### config.mk
export PLATFORM = sky130hd
export DESIGN_NAME = ifu_fetch_flat
export DESIGN_NICKNAME = d
export VERILOG_FILES = /design/src/rtl/ifu_fetch_if.sv /design/src/rtl/ifu_fetch.sv /design/src/flat_wrapper.sv
export SDC_FILE = /design/constraint.sdc
export NUM_CORES = 1
export LEC_CHECK = 0
export BUFFER_PORTS_ARGS = -buffer_cell sky130_fd_sc_hd__buf_2
export CELL_PAD_IN_SITES_DETAIL_PLACEMENT = 2
export CELL_PAD_IN_SITES_GLOBAL_PLACEMENT = 2
export CORE_MARGIN = 4
export CORE_UTILIZATION = 26
export CTS_CLUSTER_SIZE = 14
export DETAILED_ROUTE_END_ITERATION = 16
export PLACE_DENSITY = 0.81
export SLEW_MARGIN = 20
export SYNTH_ARGS = -nofsm -noshare
export SYNTH_HDL_FRONTEND = slang
export SYNTH_SLANG_ARGS = --single-unit
### constraint.sdc
create_clock -name clk -period 1.9 [get_ports clk]
set_clock_uncertainty 0.1 [all_clocks]
set_input_delay 0.475 -clock clk [delete_from_list [all_inputs] [get_ports clk]]
set_output_delay 0.475 -clock clk [all_outputs]
set_load 0.02 [all_outputs]
### src/rtl/ifu_fetch_if.sv
`default_nettype none
// ============================================================================
//  Module      : ifu_fetch_if
//  Description : Instruction-fetch bundle: imem request/response channel,
//                decode-side instruction handshake and control-unit inputs.
//  Revision    : 1.0  initial release
// ============================================================================
interface ifu_fetch_if;
    // imem request/response channel
    logic        imem_req_valid;
    logic        imem_req_ready;
    logic [31:0] imem_req_addr;
    logic        imem_resp_valid;
    logic [31:0] imem_resp_data;
    logic        imem_resp_err;
    // instruction presented to decode/datapath
    logic [31:0] inst;
    logic [31:0] inst_pc;
    logic        inst_valid;
    logic        inst_ready;
    // control-unit steering
    logic        PCSel;
    logic [31:0] pc_target;
    logic        EndSim;
    // status
    logic        halted;
    logic        fetch_err;
    logic [31:0] retire_cnt;

    // fetch unit side
    modport master (
        output imem_req_valid, imem_req_addr,
        input  imem_req_ready, imem_resp_valid, imem_resp_data, imem_resp_err,
        output inst, inst_pc, inst_valid,
        input  inst_ready, PCSel, pc_target, EndSim,
        output halted, fetch_err, retire_cnt
    );

    // memory / control-unit side
    modport slave (
        input  imem_req_valid, imem_req_addr,
        output imem_req_ready, imem_resp_valid, imem_resp_data, imem_resp_err,
        input  inst, inst_pc, inst_valid,
        output inst_ready, PCSel, pc_target, EndSim,
        input  halted, fetch_err, retire_cnt
    );
endinterface
`default_nettype wire

### src/rtl/ifu_fetch.sv
`default_nettype none
// ============================================================================
//  Module      : ifu_fetch
//  Description : Single-outstanding instruction fetch unit. Issues one imem
//                request, waits for the response (with timeout), presents the
//                word to decode and advances the PC on commit. Faults, timeout,
//                misaligned jump targets and ebreak halt fetch until reset.
//  Revision    : 1.0  initial release
// ============================================================================
module ifu_fetch #(
    parameter logic [31:0] RESET_PC = 32'h8000_0000,
    parameter logic [7:0]  TIMEOUT  = 8'd255
) (
    input  wire logic  clk,
    input  wire logic  rst,
    ifu_fetch_if.master bus
);

    localparam logic [1:0] c_st_fetch = 2'd0;
    localparam logic [1:0] c_st_wait  = 2'd1;
    localparam logic [1:0] c_st_issue = 2'd2;
    localparam logic [1:0] c_st_halt  = 2'd3;

    logic [1:0]  r_state;
    logic [31:0] r_pc;
    logic [31:0] r_inst;
    logic [31:0] r_inst_pc;
    logic [31:0] r_retire_cnt;
    logic [7:0]  r_wait_cnt;
    logic        r_fetch_err;

    // Wait counter holds the index of the current WAIT cycle; the 9-bit sum
    // lets the timeout test work for any TIMEOUT including 255.
    logic [8:0]  w_wait_next;
    logic        w_timeout;
    logic        w_target_misaligned;

    assign w_wait_next         = {1'b0, r_wait_cnt} + 9'd1;
    assign w_timeout           = (w_wait_next >= {1'b0, TIMEOUT});
    assign w_target_misaligned = (bus.pc_target[1:0] != 2'b00);

    // Handshake outputs are pure functions of state, never of inst_ready.
    assign bus.imem_req_valid = (r_state == c_st_fetch);
    assign bus.imem_req_addr  = r_pc;
    assign bus.inst_valid     = (r_state == c_st_issue);
    assign bus.inst           = r_inst;
    assign bus.inst_pc        = r_inst_pc;
    assign bus.halted         = (r_state == c_st_halt);
    assign bus.fetch_err      = r_fetch_err;
    assign bus.retire_cnt     = r_retire_cnt;

    // Fetch sequencer: request -> wait for response -> issue -> commit.
    always_ff @(posedge clk) begin
        if (rst) begin
            r_state      <= c_st_fetch;
            r_pc         <= RESET_PC;
            r_inst       <= 32'h0;
            r_inst_pc    <= RESET_PC;
            r_retire_cnt <= 32'h0;
            r_wait_cnt   <= 8'h0;
            r_fetch_err  <= 1'b0;
        end else begin
            case (r_state)
                c_st_fetch: begin
                    if (bus.imem_req_ready) begin
                        r_state    <= c_st_wait;
                        r_wait_cnt <= 8'h0;
                    end
                end
                c_st_wait: begin
                    if (bus.imem_resp_valid) begin
                        if (bus.imem_resp_err) begin
                            r_state     <= c_st_halt;
                            r_fetch_err <= 1'b1;
                        end else begin
                            r_inst    <= bus.imem_resp_data;
                            r_inst_pc <= r_pc;
                            r_state   <= c_st_issue;
                        end
                    end else if (w_timeout) begin
                        r_state     <= c_st_halt;
                        r_fetch_err <= 1'b1;
                    end else begin
                        r_wait_cnt <= w_wait_next[7:0];
                    end
                end
                c_st_issue: begin
                    // Control inputs only matter on the commit cycle.
                    if (bus.inst_ready) begin
                        if (bus.EndSim) begin
                            r_retire_cnt <= r_retire_cnt + 32'd1;
                            r_state      <= c_st_halt;
                        end else if (bus.PCSel && w_target_misaligned) begin
                            r_state     <= c_st_halt;
                            r_fetch_err <= 1'b1;
                        end else begin
                            r_retire_cnt <= r_retire_cnt + 32'd1;
                            r_pc         <= bus.PCSel ? bus.pc_target : (r_pc + 32'd4);
                            r_state      <= c_st_fetch;
                        end
                    end
                end
                default: begin
                    // HALT is sticky until reset.
                    r_state <= c_st_halt;
                end
            endcase
        end
    end

endmodule
`default_nettype wire

### src/flat_wrapper.sv
// flat-port wrapper written by rule: the top's interface ports become plain ports
module ifu_fetch_flat 
#(
    parameter logic [31:0] RESET_PC = 32'h8000_0000,
    parameter logic [7:0]  TIMEOUT  = 8'd255
)
  (clk, rst, bus_imem_req_valid, bus_imem_req_addr, bus_imem_req_ready, bus_imem_resp_valid, bus_imem_resp_data, bus_imem_resp_err, bus_inst, bus_inst_pc, bus_inst_valid, bus_inst_ready, bus_PCSel, bus_pc_target, bus_EndSim, bus_halted, bus_fetch_err, bus_retire_cnt);
  ifu_fetch_if bus_i ();
  input  wire logic clk;
  input  wire logic rst;
  output wire logic [$bits(bus_i.imem_req_valid)-1:0] bus_imem_req_valid;
  output wire logic [$bits(bus_i.imem_req_addr)-1:0] bus_imem_req_addr;
  input wire logic [$bits(bus_i.imem_req_ready)-1:0] bus_imem_req_ready;
  input wire logic [$bits(bus_i.imem_resp_valid)-1:0] bus_imem_resp_valid;
  input wire logic [$bits(bus_i.imem_resp_data)-1:0] bus_imem_resp_data;
  input wire logic [$bits(bus_i.imem_resp_err)-1:0] bus_imem_resp_err;
  output wire logic [$bits(bus_i.inst)-1:0] bus_inst;
  output wire logic [$bits(bus_i.inst_pc)-1:0] bus_inst_pc;
  output wire logic [$bits(bus_i.inst_valid)-1:0] bus_inst_valid;
  input wire logic [$bits(bus_i.inst_ready)-1:0] bus_inst_ready;
  input wire logic [$bits(bus_i.PCSel)-1:0] bus_PCSel;
  input wire logic [$bits(bus_i.pc_target)-1:0] bus_pc_target;
  input wire logic [$bits(bus_i.EndSim)-1:0] bus_EndSim;
  output wire logic [$bits(bus_i.halted)-1:0] bus_halted;
  output wire logic [$bits(bus_i.fetch_err)-1:0] bus_fetch_err;
  output wire logic [$bits(bus_i.retire_cnt)-1:0] bus_retire_cnt;
  assign bus_imem_req_valid = bus_i.imem_req_valid;
  assign bus_imem_req_addr = bus_i.imem_req_addr;
  assign bus_i.imem_req_ready = bus_imem_req_ready;
  assign bus_i.imem_resp_valid = bus_imem_resp_valid;
  assign bus_i.imem_resp_data = bus_imem_resp_data;
  assign bus_i.imem_resp_err = bus_imem_resp_err;
  assign bus_inst = bus_i.inst;
  assign bus_inst_pc = bus_i.inst_pc;
  assign bus_inst_valid = bus_i.inst_valid;
  assign bus_i.inst_ready = bus_inst_ready;
  assign bus_i.PCSel = bus_PCSel;
  assign bus_i.pc_target = bus_pc_target;
  assign bus_i.EndSim = bus_EndSim;
  assign bus_halted = bus_i.halted;
  assign bus_fetch_err = bus_i.fetch_err;
  assign bus_retire_cnt = bus_i.retire_cnt;
  ifu_fetch #(.RESET_PC(RESET_PC), .TIMEOUT(TIMEOUT)) u_core (.clk(clk), .rst(rst), .bus(bus_i));
endmodule
==> results.py, run 1 <==
metrics = {
    "worst_setup_path": {
        "reg2reg_slack_ns": -0.07,
        "critPathLaunchType": "register",
        "critPathKind": "register to register",
        "r2r-end": "u_core.bus.imem_req_addr[18]$_SDFFE_PP0P_",
        "worstPathRequired_ns": 2.14,
        "rr_startpoint": "u_core.bus.imem_req_addr[10]$_SDFFE_PP0P_",
        "critPathCaptureType": "register",
        "critPathCapture": "u_core.bus.imem_req_addr[18]$_SDFFE_PP0P_",
        "critical_path_arrival_ns": 2.21,
        "crit_fanout": 5,
        "rr_worst_depth": 6,
        "crit_start": "u_core.bus.imem_req_addr[10]$_SDFFE_PP0P_",
    },
    "timing": {
        "tns_ns": -0.361,
        "post-route-period-util_pct": 104,
        "slew_viol_final": 0,
        "fin_hold_ws_ns": 0.180,
        "fin_ws_ns": -0.0691,
        "period_minus_slack_ns": 1.97,
        "fmax_mhz": 508,
        "slew_headroom_pct": 66.7,
        "setup_violations": 10,
        "worst_pin_slew_ns": 0.499,
        "hold_violations": 0,
        "rsz0062_at_grt": "yes",
    },
    "yosys": {
        "ys_seq_area_share_pct": 43.0,
        "synthCells": 822,
        "syn_avg_cell_area_um2": 7.88,
        "yosys_warnings": 0,
        "ys_ff_latch": 139,
        "synthArstFlopShare_pct": 0,
        "synth_ff_type": "dfxtp_1",
        "synth.cell_area_um2": 6470,
        "ys_types": 65,
        "syn-num-nets": 898,
        "synth_edf_count": 0,
    },
    "grt": {
        "track_usage_pct": 21.8,
        "grt_pass1_wl_um": 48600,
        "grt_pass1_vias": 8407,
        "grt.overflow.total": 0,
        "antenna_found_initial": 0,
        "grt_max_degree": 58,
    },
    "finish": {
        "area_growth_pct": 52.2,
        "num-nets-final": 1202,
        "layout_common_cells": "buf_2 (200), nand2_1 (165), buf_4 (128), dfxtp_1 (112), a21oi_1 (98)",
        "drive_gt1_share_pct": 41.8,
        "antenna_cells": 0,
        "final_cells": 1463,
        "fillCellCount": 2811,
        "final_common_cell": "buf_2",
    },
    "die": {
        "die_w_um": 166,
        "start_util_pct": 26.5,
        "fp.dieH_um": 166,
        "top_level_ports": 204,
        "dieArea_um2": 27500,
        "coreArea_um2": 24400,
        "fp-row-count": 57,
    },
    "cts": {
        "clock_tree.root_cell": "clkbuf_16",
        "cts.sinks": 139,
        "cts_tree": "done",
        "cts_buffer_depth": 2,
        "clk_pin_slew_ns": 0.07,
        "cts_buffers": 17,
        "cts_hold_buf": 0,
        "clk_latency_ns": 0.43,
        "cts-htree-levels": 4,
    },
    "drt": {
        "vias": 7659,
        "drc": 0,
        "firstDrtPassIters": 4,
        "drt-initial-drc-count": 406,
        "wl_per_cell_um": 21.7,
        "ant_nets": 0,
        "viasPerCell": 5.24,
        "drt-total-wl_um": 31800,
    },
    "outcome": {
        "violations": "setup timing",
        "status": "finished with violations",
    },
    "pwr": {
        "power_density_nw_per_um2": 725,
        "p_leak_nw": 4.16,
        "ir_drop_mv": 0.492,
    },
    "worst_hold_path": {
        "hold_path_depth": 3,
        "hp-class": "input pin to register",
        "hold_start": "bus_imem_resp_data[10]",
    },
    "run": {
        "drv_cap": 0,
    },
    "place": {
        "io_buffers": 203,
        "gpl.final_weighted_congestion": 0.839,
        "dp_hpwl_um": 20400,
        "place_inst": 1411,
    },
}
## state kept, by name, summed over array words and instances, names as in the netlist
name / cells
u_core.bus.fetch_err: 1
u_core.bus.imem_req_addr: 32
u_core.bus.inst: 32
u_core.bus.inst_pc: 32
u_core.bus.retire_cnt: 32
u_core.r_state: 2
u_core.r_wait_cnt: 8
## layout make-up
type,instances,area (µm²),share of cell area (%)
well taps,324,405,4.11
repair buffers,345,2210,22.5
clock buffers,21,472,4.79
multi-input cells,606,3730,37.8
inverters,17,71.3,0.724
flip-flops and latches,139,2830,28.7
clock inverters,11,133,1.35
## worst min-delay path by stage
stage,slack (ns),to
4_1_cts,0.17,u_core.bus.inst[10]$_SDFFE_PP0P_
3_5_place_dp,0.35,u_core.bus.inst[23]$_SDFFE_PP0P_
5_1_grt,0.18,u_core.bus.inst[29]$_SDFFE_PP0P_
3_3_place_gp,0.34,u_core.bus.inst[12]$_SDFFE_PP0P_
2_1_floorplan,0.37,u_core.r_wait_cnt[6]$_SDFFE_PP0P_
6_report,0.18,u_core.bus.inst[10]$_SDFFE_PP0P_
## routing by layer
metal / up-vias / routed length (µm) / global-route usage [%]
li1: 3505 / - / -
met1: 3853 / 12900 / 25.1
met2: 243 / 16200 / 38.5
met3: 58 / 1860 / 6.36
met4: 0 / 781 / 7.78
met5: - / 0 / 0
## cell usage after synthesis (4+ instances only)
master,number,area [µm²]
and3_1,17,106
or3_1,9,56.3
mux2i_1,5,50.1
nor3_1,22,110
clkbuf_8,5,68.8
clkbuf_1,36,135
nand4_1,16,100
and4_1,11,96.3
o211ai_1,5,37.5
nor2_1,53,199
a21oi_1,101,505
a22oi_1,4,30.0
a21o_1,5,37.5
nor2b_1,5,31.3
nand3b_1,4,30.0
nor3b_1,5,37.5
nand3_1,25,125
nor4_1,11,68.8
buf_2,5,25.0
a211oi_1,8,60.1
a31oi_1,12,75.1
dfxtp_1,139,2780
o21ai_0,35,175
o31ai_1,4,30.0
xnor2_1,21,184
ha_1,4,50.1
nand2_1,167,627
inv_1,17,63.8
a211o_1,4,35.0
and2_1,4,25.0
buf_1,9,33.8
## stage by stage
step / utilization, % / cell area [µm²] / power (mW) / worst slack, ns
after detailed placement: 35.7 / 8700 / 3.59 / -0.318
after CTS: 39.2 / 9560 / 7.15 / -0.0459
final: 40.4 / 9860 / 7.14 / -0.0691
after floorplan: - / 6590 / 3.30 / -0.0389
after global placement: 35.7 / 8700 / 3.57 / -0.0840
after global routing: 40.4 / 9860 / 7.40 / -0.153
## cell families after synthesis
family	count (synthesis)	synth area share [%]
buf+inv	77	5.80
simple gates	366	27.5
compound gates	206	18.8
xor+xnor	24	3.25
flops	139	43.0
fa+ha+maj	4	0.773
mux	6	0.947
## repair_timing
action,in CTS,in global routing
pin swaps,10,13
buffers inserted,9,12
gates resized for setup,44,54
setup endpoints to repair,28,42
## power breakdown
| group | leakage [nW] | internal, mW | switching, mW |
|---|---|---|---|
| Sequential | 1.14 | 2.94 | 0.0243 |
| Combinational | 2.73 | 0.254 | 0.390 |
| Clock | 0.290 | 2.07 | 1.47 |
## critical path, stage by stage (launching register included)
cell and delay [ns]:
dfxtp_1 0.41, nand4_1 0.12, buf_4 0.19, nor3_4 0.29, nand4_1 0.17, or4_1 0.42, a31oi_1 0.19
No activity file was read; power rests on OpenSTA's default activity.
==> inputs of run 2 (changes only) <==
--- a/config.mk
+++ b/config.mk
@@ -5,14 +5,15 @@
 export SDC_FILE = /design/constraint.sdc
 export NUM_CORES = 1
 export LEC_CHECK = 0
+export ABC_AREA = 1
 export BUFFER_PORTS_ARGS = -buffer_cell sky130_fd_sc_hd__buf_2
 export CELL_PAD_IN_SITES_DETAIL_PLACEMENT = 2
 export CELL_PAD_IN_SITES_GLOBAL_PLACEMENT = 2
 export CORE_MARGIN = 4
-export CORE_UTILIZATION = 26
+export CORE_UTILIZATION = 24
 export CTS_CLUSTER_SIZE = 14
 export DETAILED_ROUTE_END_ITERATION = 16
-export PLACE_DENSITY = 0.81
+export PLACE_DENSITY_LB_ADDON = 0.15
 export SLEW_MARGIN = 20
 export SYNTH_ARGS = -nofsm -noshare
 export SYNTH_HDL_FRONTEND = slang
==> run 2 against run 1 <==
The run now ends clean. Synthesized cell count grew 27%. Register-to-register slack gained 0.12 ns. Setup slack gained 0.12 ns. Synthesized area grew 6.6%. Critical path depth grew 5. Global-route usage shrank 2.7 points. Critical path type unchanged. Largest power group unchanged.
==> results.py, run 2 <==
metrics = {
    "worst_setup_path": {
        "critPathKind": "register to register",
        "cp.depth": 11,
        "worstPathRequired_ns": 2.15,
        "crit_path_top_delay_cell": "dfxtp_4",
        "critPathCaptureType": "register",
        "crit_buf_inv": 1,
        "critical-path-top-delay-family": "simple AND/OR/NAND/NOR gates",
        "critical_path_arrival_ns": 2.10,
        "critical_path.max_stage_delay_ns": 0.39,
        "reg2reg_slack_ns": 0.05,
        "critPathCapture": "u_core.r_wait_cnt[1]$_SDFFE_PP0P_",
        "r2r-end": "u_core.r_wait_cnt[1]$_SDFFE_PP0P_",
        "crit_fanout": 8,
        "critPathLaunchType": "register",
        "crit_top_cell": "nand3_2",
        "rr_startpoint": "u_core.r_wait_cnt[0]$_SDFFE_PP0P_",
        "crit_start": "u_core.r_wait_cnt[0]$_SDFFE_PP0P_",
        "worstPathCellList": "buf_4 -> nand3_2 -> o21bai_1 -> nand2_1 -> nor2_4 -> nand3_2 -> nand2_4 -> nand2_8 -> nand3_2 -> nand2_1 -> nor2_1",
        "rr_worst_depth": 11,
    },
    "drt": {
        "ant_nets": 0,
        "wl_per_cell_um": 17.8,
        "firstDrtPassIters": 4,
        "drc": 0,
        "viasPerCell": 4.69,
        "vias": 8096,
        "drt-initial-drc-count": 289,
        "drt-total-wl_um": 30700,
    },
    "finish": {
        "final_common_cell": "nor2_1",
        "num-nets-final": 1411,
        "final_area_um2": 10000,
        "layout_common_cells": "nor2_1 (210), nand2_1 (207), buf_2 (203), dfxtp_1 (122), buf_4 (96)",
        "regArea_um2": 2810,
        "fillCellCount": 3469,
        "area_growth_pct": 45.1,
        "multi_input_area_um2": 3890,
        "antenna_cells": 0,
        "finish.utilization_pct": 35.7,
        "drive_gt1_share_pct": 32.6,
        "final_cells": 1726,
    },
    "outcome": {
        "status": "completed",
    },
    "cts": {
        "clk_pin_slew_ns": 0.08,
        "clock_tree.root_cell": "clkbuf_16",
        "cts_buffers": 17,
        "cts.sinks": 139,
        "cts_tree": "done",
        "clk_latency_ns": 0.43,
        "cts_buffer_depth": 2,
        "cts-htree-levels": 4,
    },
    "grt": {
        "track_usage_pct": 19.1,
        "antenna_found_initial": 1,
        "grt.overflow.total": 0,
        "grt_max_degree": 72,
        "grt_pass1_wl_um": 47900,
        "grt_pass1_vias": 8832,
    },
    "place": {
        "io_buffers": 203,
        "place_inst": 1687,
        "dp_hpwl_um": 23000,
        "gpl.final_weighted_congestion": 0.816,
        "dpl_cell_area_um2": 9070,
    },
    "yosys": {
        "ys_seq_area_share_pct": 40.3,
        "synth_top_area_share_pct": 40.3,
        "synth.cell_area_um2": 6900,
        "synthArstFlopShare_pct": 0,
        "syn-num-nets": 1124,
        "yosys_warnings": 0,
        "yosys.area.top_type": "dfxtp_1",
        "yosys.cell_count.top_type": "nor2_1",
        "synth_edf_count": 0,
        "ys_types": 42,
        "synth_common_cells": "nor2_1 (224), nand2_1 (213), dfxtp_1 (139)",
        "syn_avg_cell_area_um2": 6.59,
        "synth_ff_type": "dfxtp_1",
        "ys_ff_latch": 139,
        "synth_area_leaders": "dfxtp_1 (40%), nor2_1 (12%), nand2_1 (12%), o21ai_0 (6.7%), a21oi_1 (4.9%)",
        "synthCells": 1048,
    },
    "die": {
        "top_level_ports": 204,
        "fp.dieH_um": 178,
        "die_w_um": 178,
        "fp-row-count": 61,
        "coreArea_um2": 28100,
        "dieArea_um2": 31500,
        "start_util_pct": 24.6,
    },
    "timing": {
        "post-route-period-util_pct": 97.1,
        "setup_violations": 0,
        "slew_headroom_pct": 74.8,
        "slew_viol_final": 0,
        "period_minus_slack_ns": 1.85,
        "rsz0062_at_grt": "yes",
        "worst_pin_slew_ns": 0.379,
        "hold_violations": 0,
        "fmax_mhz": 542,
    },
    "pwr": {
        "p_leak_nw": 4.62,
        "ir_drop_mv": 0.512,
        "power_density_nw_per_um2": 753,
        "power_mw": 7.55,
    },
    "worst_hold_path": {
        "hp-class": "input pin to register",
    },
    "run": {
        "drv_cap": 0,
    },
}
-- run 2: how the worst min path moves through the flow --
stage                     cells past startpoint                                 from                                   to  slack [ns]
after floorplan                               2    u_core.r_wait_cnt[4]$_SDFFE_PP0P_    u_core.r_wait_cnt[4]$_SDFFE_PP0P_        0.37
after global placement                        2  u_core.bus.inst_pc[31]$_SDFFE_PP1P_  u_core.bus.inst_pc[31]$_SDFFE_PP1P_        0.34
after detailed placement                      2  u_core.bus.inst_pc[31]$_SDFFE_PP1P_  u_core.bus.inst_pc[31]$_SDFFE_PP1P_        0.35
after CTS                                     3               bus_imem_resp_data[15]     u_core.bus.inst[15]$_SDFFE_PP0P_        0.14
after global routing                          3               bus_imem_resp_data[13]     u_core.bus.inst[13]$_SDFFE_PP0P_        0.15
final                                         3                bus_imem_resp_data[3]      u_core.bus.inst[3]$_SDFFE_PP0P_        0.16
-- run 2: logic make-up after synthesis --
logic type,synth area share [%]
AOI/OAI and AO/OA,14.3
xor gates and xnor gates,1.65
adders and majority gates,0.725
buffers and inverters,7.52
DFF,40.3
and+or+nand+nor,35.5
-- run 2: metrics by stage --
step	setup TNS, ns	hold WS [ns]	setup slack (ns)
finish	0	0.165	0.0545
global route	-0.384	0.151	-0.0571
CTS	0	0.143	0.00223
detailed placement	-0.968	0.355	-0.111
global placement	-0.254	0.337	-0.103
floorplan	0	0.374	0.0303
-- run 2: cell type report --
type / instances / area share [%]
Sequential cell: 139 / 28.1
Inverter: 89 / 3.37
Clock buffer: 17 / 4.25
Timing Repair Buffer: 309 / 19.3
Multi-Input combinational cell: 779 / 38.8
Clock inverter: 15 / 1.52
Tap cell: 378 / 4.72
-- run 2: worst register-to-register path, cell delays in order, from the launching register on --
cell and delay, ns:
dfxtp_4 0.39, buf_4 0.13, nand3_2 0.08, o21bai_1 0.22, nand2_1 0.12, nor2_4 0.11
nand3_2 0.11, nand2_4 0.16, nand2_8 0.10, nand3_2 0.10, nand2_1 0.05, nor2_1 0.10
-- run 2: timing repair --
action,CTS,global route
hold buffers,0,0
setup endpoints to repair,14,69
gates cloned,0,1
buffers inserted,0,6
resized for setup,7,79
pin swaps,0,22
-- run 2: power by group --
part	internal, mW	switching (mW)	leakage [nW]
registers	3.05	0.113	1.14
logic	0.404	0.646	3.20
clock network	1.75	1.58	0.281
-- run 2: layer usage --
layer,vias up,track usage [%],wire length (µm)
li1,3970,-,-
met1,3950,23.5,13200
met2,150,34.0,15400
met3,24,4.52,1640
met4,2,4.42,442
met5,-,0,13
